File: config.mk
export PLATFORM = sky130hd
export DESIGN_NAME = fixed_to_fp_pipe
export DESIGN_NICKNAME = d
export VERILOG_FILES = /design/src/rtl/fixed_to_fp_pkg.sv /design/src/rtl/fixed_to_fp_pipe_lzc.sv /design/src/rtl/fixed_to_fp_pipe.sv
export SDC_FILE = /design/constraint.sdc
export NUM_CORES = 1
export LEC_CHECK = 0
export CORE_MARGIN = 2
export CORE_UTILIZATION = 25
export DETAILED_ROUTE_END_ITERATION = 10
export PLACE_DENSITY = 0.39
export SLEW_MARGIN = 20
export SYNTH_ARGS = -nofsm -noshare
export SYNTH_HDL_FRONTEND = slang
export SYNTH_SLANG_ARGS = --single-unit
File: constraint.sdc
create_clock -name clk -period 48.7 [get_ports clk]
set_input_delay 9.74 -clock clk [delete_from_list [all_inputs] [get_ports clk]]
set_output_delay 9.74 -clock clk [all_outputs]
set_load 0.02 [all_outputs]
File: src/rtl/fixed_to_fp_pkg.sv
// Shared types and helpers for the fixed-point to floating-point converter.
// Holds the per-stage control record, rounding-mode encodings and exponent bias.
package fixed_to_fp_pkg;

    localparam logic RND_TRUNC        = 1'b0;
    localparam logic RND_NEAREST_EVEN = 1'b1;

    typedef struct packed {
        logic vld;
        logic sign;
    } stage_ctl_t;

    function automatic int bias(input int exp_w);
        return (1 << (exp_w - 1)) - 1;
    endfunction

endpackage

File: src/rtl/fixed_to_fp_pipe_lzc.sv
// Leading-zero counter: number of zero bits above the most significant one.
// Combinational, zero latency; an all-zero input returns WIDTH.
// No flow control; purely a function of dat.
module lzc #(
    parameter int WIDTH = 32,
    parameter int CNT_W = $clog2(WIDTH + 1)
) (
    input  logic [WIDTH-1:0] dat,
    output logic [CNT_W-1:0] cnt
);

    logic found;

    always_comb begin
        cnt   = '0;
        found = 1'b0;
        for (int i = WIDTH - 1; i >= 0; i--) begin
            if (!found) begin
                if (dat[i]) begin
                    found = 1'b1;
                end else begin
                    cnt = cnt + CNT_W'(1);
                end
            end
        end
    end

endmodule

File: src/rtl/fixed_to_fp_pipe.sv
// Converts a fixed-point word to a packed {sign, exponent, mantissa} float.
// Latency 3 cycles (sign/magnitude, normalise, round/pack), 1 word/cycle.
// One global enable stalls every stage while the output is held and not taken.
module fixed_to_fp_pipe
    import fixed_to_fp_pkg::*;
#(
    parameter int IN_W    = 32,
    parameter int FRAC_W  = 16,
    parameter int SIGNED  = 1,
    parameter int EXP_W   = 8,
    parameter int MAN_W   = 23,
    parameter int RND_RNE = 1
) (
    input  logic                     clk,
    input  logic                     rst_n,
    input  logic                     A_vld,
    input  logic [IN_W-1:0]          A_dat,
    output logic                     A_rdy,
    output logic                     P_vld,
    output logic [EXP_W+MAN_W:0]     P_dat,
    output logic                     P_inexact,
    input  logic                     P_rdy
);

    localparam int EW    = ((EXP_W > $clog2(IN_W)) ? EXP_W : $clog2(IN_W)) + 2;
    localparam int LZ_W  = $clog2(IN_W + 1);
    localparam int EXT_W = IN_W + MAN_W + 1;
    localparam logic USE_RNE = (RND_RNE != 0) ? RND_NEAREST_EVEN : RND_TRUNC;
    localparam logic signed [EW-1:0] EXP_BASE = EW'(IN_W - 1 - FRAC_W + bias(EXP_W));
    localparam logic signed [EW-1:0] EXP_MAX  = EW'((1 << EXP_W) - 1);
    localparam logic signed [EW-1:0] EXP_ONE  = EW'(1);

    logic en;
    assign en    = !P_vld || P_rdy;
    assign A_rdy = en;

    // S1: sign and magnitude; IN_W unsigned bits hold the most negative input exactly
    logic            neg_d;
    logic [IN_W-1:0] mag_d;
    stage_ctl_t      s1_ctl;
    logic [IN_W-1:0] s1_mag;

    assign neg_d = (SIGNED != 0) && A_dat[IN_W-1];
    assign mag_d = neg_d ? -A_dat : A_dat;

    always_ff @(posedge clk or negedge rst_n) begin
        if (!rst_n) begin
            s1_ctl <= '0;
            s1_mag <= '0;
        end else if (en) begin
            s1_ctl <= '{vld: A_vld, sign: neg_d};
            s1_mag <= mag_d;
        end
    end

    // S2: normalise so the leading one sits at the MSB
    logic [LZ_W-1:0]        lz;
    stage_ctl_t             s2_ctl;
    logic [IN_W-1:0]        s2_norm;
    logic signed [EW-1:0]   s2_exp;

    lzc #(.WIDTH(IN_W)) u_lzc (
        .dat (s1_mag),
        .cnt (lz)
    );

    always_ff @(posedge clk or negedge rst_n) begin
        if (!rst_n) begin
            s2_ctl  <= '0;
            s2_norm <= '0;
            s2_exp  <= '0;
        end else if (en) begin
            s2_ctl  <= s1_ctl;
            s2_norm <= s1_mag << lz;
            s2_exp  <= EXP_BASE - $signed(EW'(lz));
        end
    end

    // S3: round, adjust exponent, handle zero/overflow/underflow, pack
    logic [EXT_W-1:0]       ext;
    logic [MAN_W-1:0]       mant_t;
    logic                   guard;
    logic                   sticky;
    logic                   round_up;
    logic [MAN_W:0]         mant_r;
    logic signed [EW-1:0]   exp_r;
    logic [EXP_W+MAN_W:0]   res_dat;
    logic                   res_inx;

    assign ext      = {s2_norm[IN_W-2:0], {(MAN_W + 2){1'b0}}};
    assign mant_t   = ext[EXT_W-1 -: MAN_W];
    assign guard    = ext[EXT_W-1-MAN_W];
    assign sticky   = |ext[EXT_W-2-MAN_W:0];
    assign round_up = (USE_RNE == RND_NEAREST_EVEN) && guard && (sticky || mant_t[0]);
    assign mant_r   = {1'b0, mant_t} + {{MAN_W{1'b0}}, round_up};
    assign exp_r    = s2_exp + $signed({{(EW - 1){1'b0}}, mant_r[MAN_W]});

    always_comb begin
        res_dat = '0;
        res_inx = 1'b0;
        if (!s2_norm[IN_W-1]) begin
            res_dat = '0;
            res_inx = 1'b0;
        end else if (exp_r >= EXP_MAX) begin
            res_dat = {s2_ctl.sign, {EXP_W{1'b1}}, {MAN_W{1'b0}}};
            res_inx = 1'b1;
        end else if (exp_r < EXP_ONE) begin
            res_dat = {s2_ctl.sign, {(EXP_W + MAN_W){1'b0}}};
            res_inx = 1'b1;
        end else begin
            res_dat = {s2_ctl.sign, exp_r[EXP_W-1:0], mant_r[MAN_W-1:0]};
            res_inx = guard || sticky;
        end
    end

    always_ff @(posedge clk or negedge rst_n) begin
        if (!rst_n) begin
            P_vld     <= 1'b0;
            P_dat     <= '0;
            P_inexact <= 1'b0;
        end else if (en) begin
            P_vld     <= s2_ctl.vld;
            P_dat     <= res_dat;
            P_inexact <= res_inx;
        end
    end

endmodule
==> impl_metrics.env <==
export IMPL_ios=71
export IMPL_grt_pass1_wl_um=55600
export IMPL_num_antenna_cells=0
export IMPL_ys_warnings_count=0
export IMPL_final_setup_viol_count=0
export IMPL_routed_via_count=10100
export IMPL_rsz0062_at_grt="no"
export IMPL_hpwl_um=26100
export IMPL_hold_viol_final=0
export IMPL_via_per_inst=4.97
export IMPL_start_kind="flip-flop"
export IMPL_firstDrtPassIters=5
export IMPL_drive_gt1_share_pct=6.52
export IMPL_crit_top_cell="ha_1"
export IMPL_slew_headroom_pct=33.5
export IMPL_nNetsFinal=1507
export IMPL_overflow=0
export IMPL_root_buffer="clkbuf_16"
export IMPL_ys_flop_type="dfrtp_1"
export IMPL_h_tree_depth=3
export IMPL_maxCapViolCount=0
export IMPL_worst_endpoint_arrival_ns=22.99
export IMPL_yosys_cell_types_count=93
export IMPL_start_util_pct=25.4
export IMPL_cts_made_buffers=9
export IMPL_cpPeakStageDelay_ns=0.73
export IMPL_r2r_start="s1_mag[30]$_DFFE_PN0P_"
export IMPL_setup_tns_ns=0
export IMPL_grt_max_degree=101
export IMPL_ir_worst_vdd_v=0.0000189
export IMPL_die_h_um=214
export IMPL_synth_edf_count=0
export IMPL_final_area_um2=12500
export IMPL_powerDensity_nw_per_um2=56.0
export IMPL_yosys_register_bits=110
export IMPL_fin_crit_ns=22.77
export IMPL_die_w_um=214
export IMPL_portBuffers=70
export IMPL_grtUsageTotal_pct=15.4
export IMPL_post_cts_resized=0
export IMPL_p_leak_nw=4.83
export IMPL_ys_seq_area_share_pct=25.0
export IMPL_clk_pin_slew_worst_paths_ns=0.09
export IMPL_fmax_ghz=0.0439
export IMPL_cts_post_setup_buffers_inserted=0
export IMPL_max_clock_path_buffers=2
export IMPL_min_delay_start="s2_ctl[1]$_DFFE_PN0P_"
export IMPL_cts_tree="built"
export IMPL_crit_path_end_kind="flip-flop"
export IMPL_grt_antenna_before_repair=0
export IMPL_wl_um=34400
export IMPL_area_growth_pct=13.4
export IMPL_critPathRequiredTime_ns=48.93
export IMPL_crit_type="flip-flop to flip-flop"
export IMPL_tightest_slew_ns=0.998
export IMPL_drc=0
export IMPL_row_count=76
export IMPL_power_mw=0.698
export IMPL_whs_ns=0.472
export IMPL_post_place_ws_ns=26.04
export IMPL_cp_slowest_cell="and2_1"
export IMPL_clk_insertion_delay_late_ns=0.39
export IMPL_cts_hold_buf=0
export IMPL_ant_nets=0
export IMPL_hold_path_class="flip-flop to flip-flop"
export IMPL_synthArstFlopShare_pct=100
export IMPL_wl_per_cell_um=17.0
export IMPL_core_area_um2=43300
export IMPL_grt_pass1_vias=9864
export IMPL_syn_avg_cell_area_um2=7.67
export IMPL_syn_num_nets=1505
export IMPL_initialDrtViolationCount=642
export IMPL_routabilityCongestion=0.823
export IMPL_die_area_um2=45700
export IMPL_setup_ws_ns=25.93
export IMPL_finalMaxSlewViolations=0
export IMPL_syn_cell_area_um2=11000
export IMPL_clock_sinks=110
export IMPL_startpoint="s1_mag[30]$_DFFE_PN0P_"
export IMPL_skew_ns=0.0142
export IMPL_placed_area_um2=12200
export IMPL_worstPathMaxFanout=24
export IMPL_outcome="finished, final reports clean"
export IMPL_period_share_pct=46.7
export IMPL_syn_inst=1434
## power breakdown
| group | switching (mW) | total [mW] | internal, mW |
|---|---|---|---|
| Combinational | 0.264 | 0.441 | 0.177 |
| Sequential | 0.0470 | 0.176 | 0.129 |
| Clock | 0.0409 | 0.0820 | 0.0411 |
## flip-flops by register name, indices dropped and copies added (netlist names)
signal,count
P_dat,32
P_inexact,1
P_vld,1
s1_ctl,2
s1_mag,32
s2_ctl,2
s2_exp,8
s2_norm,32
## path summary, 6_finish.rpt
kind / endpoint / slack (ns) / depth (start not counted)
hold reg to reg: s2_ctl[1]$_DFFE_PN0P_ / 0.47 / 2
min in group asynchronous: s2_norm[31]$_DFFE_PN0P_ / 9.39 / 1
max in group asynchronous: s1_mag[6]$_DFFE_PN0P_ / 38.01 / 2
hold / removal: s2_ctl[1]$_DFFE_PN0P_ / 0.47 / 2
setup reg to reg: s2_norm[24]$_DFFE_PN0P_ / 25.93 / 113
setup / recovery: s2_norm[24]$_DFFE_PN0P_ / 25.93 / 113
## layer usage
| layer | wire length, um | vias up | global-route usage (%) |
|---|---|---|---|
| met5 | 0 | - | 0 |
| li1 | - | 5124 | - |
| met4 | 429 | 0 | 3.02 |
| met1 | 17000 | 4764 | 21.7 |
| met3 | 1010 | 22 | 2.21 |
| met2 | 15900 | 154 | 25.0 |
## worst max-delay path, delay by kind of cell (launching register included)
family / cells / cell delay (ns)
fa+ha+maj: 29 / 9.15
compound gates: 41 / 6.64
simple gates: 22 / 3.28
mux: 13 / 2.37
buf+inv: 8 / 0.65
flops: 1 / 0.44
## synth_stat cells, drive strengths merged, types with 10 or more instances
cell      n  area share [%]
nand2   245             8.4
o21ai   139             6.3
dfrtp   110              25
nor2    103             3.7
a21oi    82             3.7
clkbuf   72             2.5
mux2i    63             5.8
xor2     62             5.0
xnor2    53             4.7
nor3     49             2.3
nand3    38             1.8
ha       35             4.0
inv      31             1.1
and3     26             1.5
nand2b   24             1.4
o31ai    23             1.6
buf      21             1.1
nor2b    20             1.1
or4      17             1.2
nor4     15             1.2
or3      15            0.85
and2     13            0.74
nand4    13            0.74
a31oi    12            0.68
o41ai    12             1.2
or2      12            0.68
o211ai   10            0.68
## stage by stage
stage          util (%)  std cells
2_1_floorplan         -       1434
3_3_place_gp       28.1       2010
3_5_place_dp       28.1       2010
4_1_cts            28.8       2026
5_1_grt            28.8       2026
6_report           28.8       2026
## cells in the final DEF (no fill, tap or decap), drive strengths merged, types with 49 or more instances in the layout
master	count
a21oi	82
dfrtp	110
mux2i	63
xnor2	53
nor3	49
nor2	103
clkdlybuf4s50	69
xor2	62
o21ai	139
nand2	245
## area by class of cell
class,instances,area [um2]
Clock buffer,10,229
Clock inverter,6,77.6
Fill cell,4751,30800
Inverter,34,128
Multi-Input combinational cell,1197,7750
Sequential cell,110,2750
Tap cell,585,732
Timing Repair Buffer,84,803
## logic make-up after synthesis
group | share of synthesized area (%)
AO/OA/AOI/OAI | 20.7
XOR/XNOR | 12.0
adder cells (fa/ha/maj) | 3.98
buffers and inverters | 4.75
flip-flops | 25.0
multiplexers | 6.46
AND/OR/NAND/NOR | 27.0
Power figures use the tool's default switching activity.
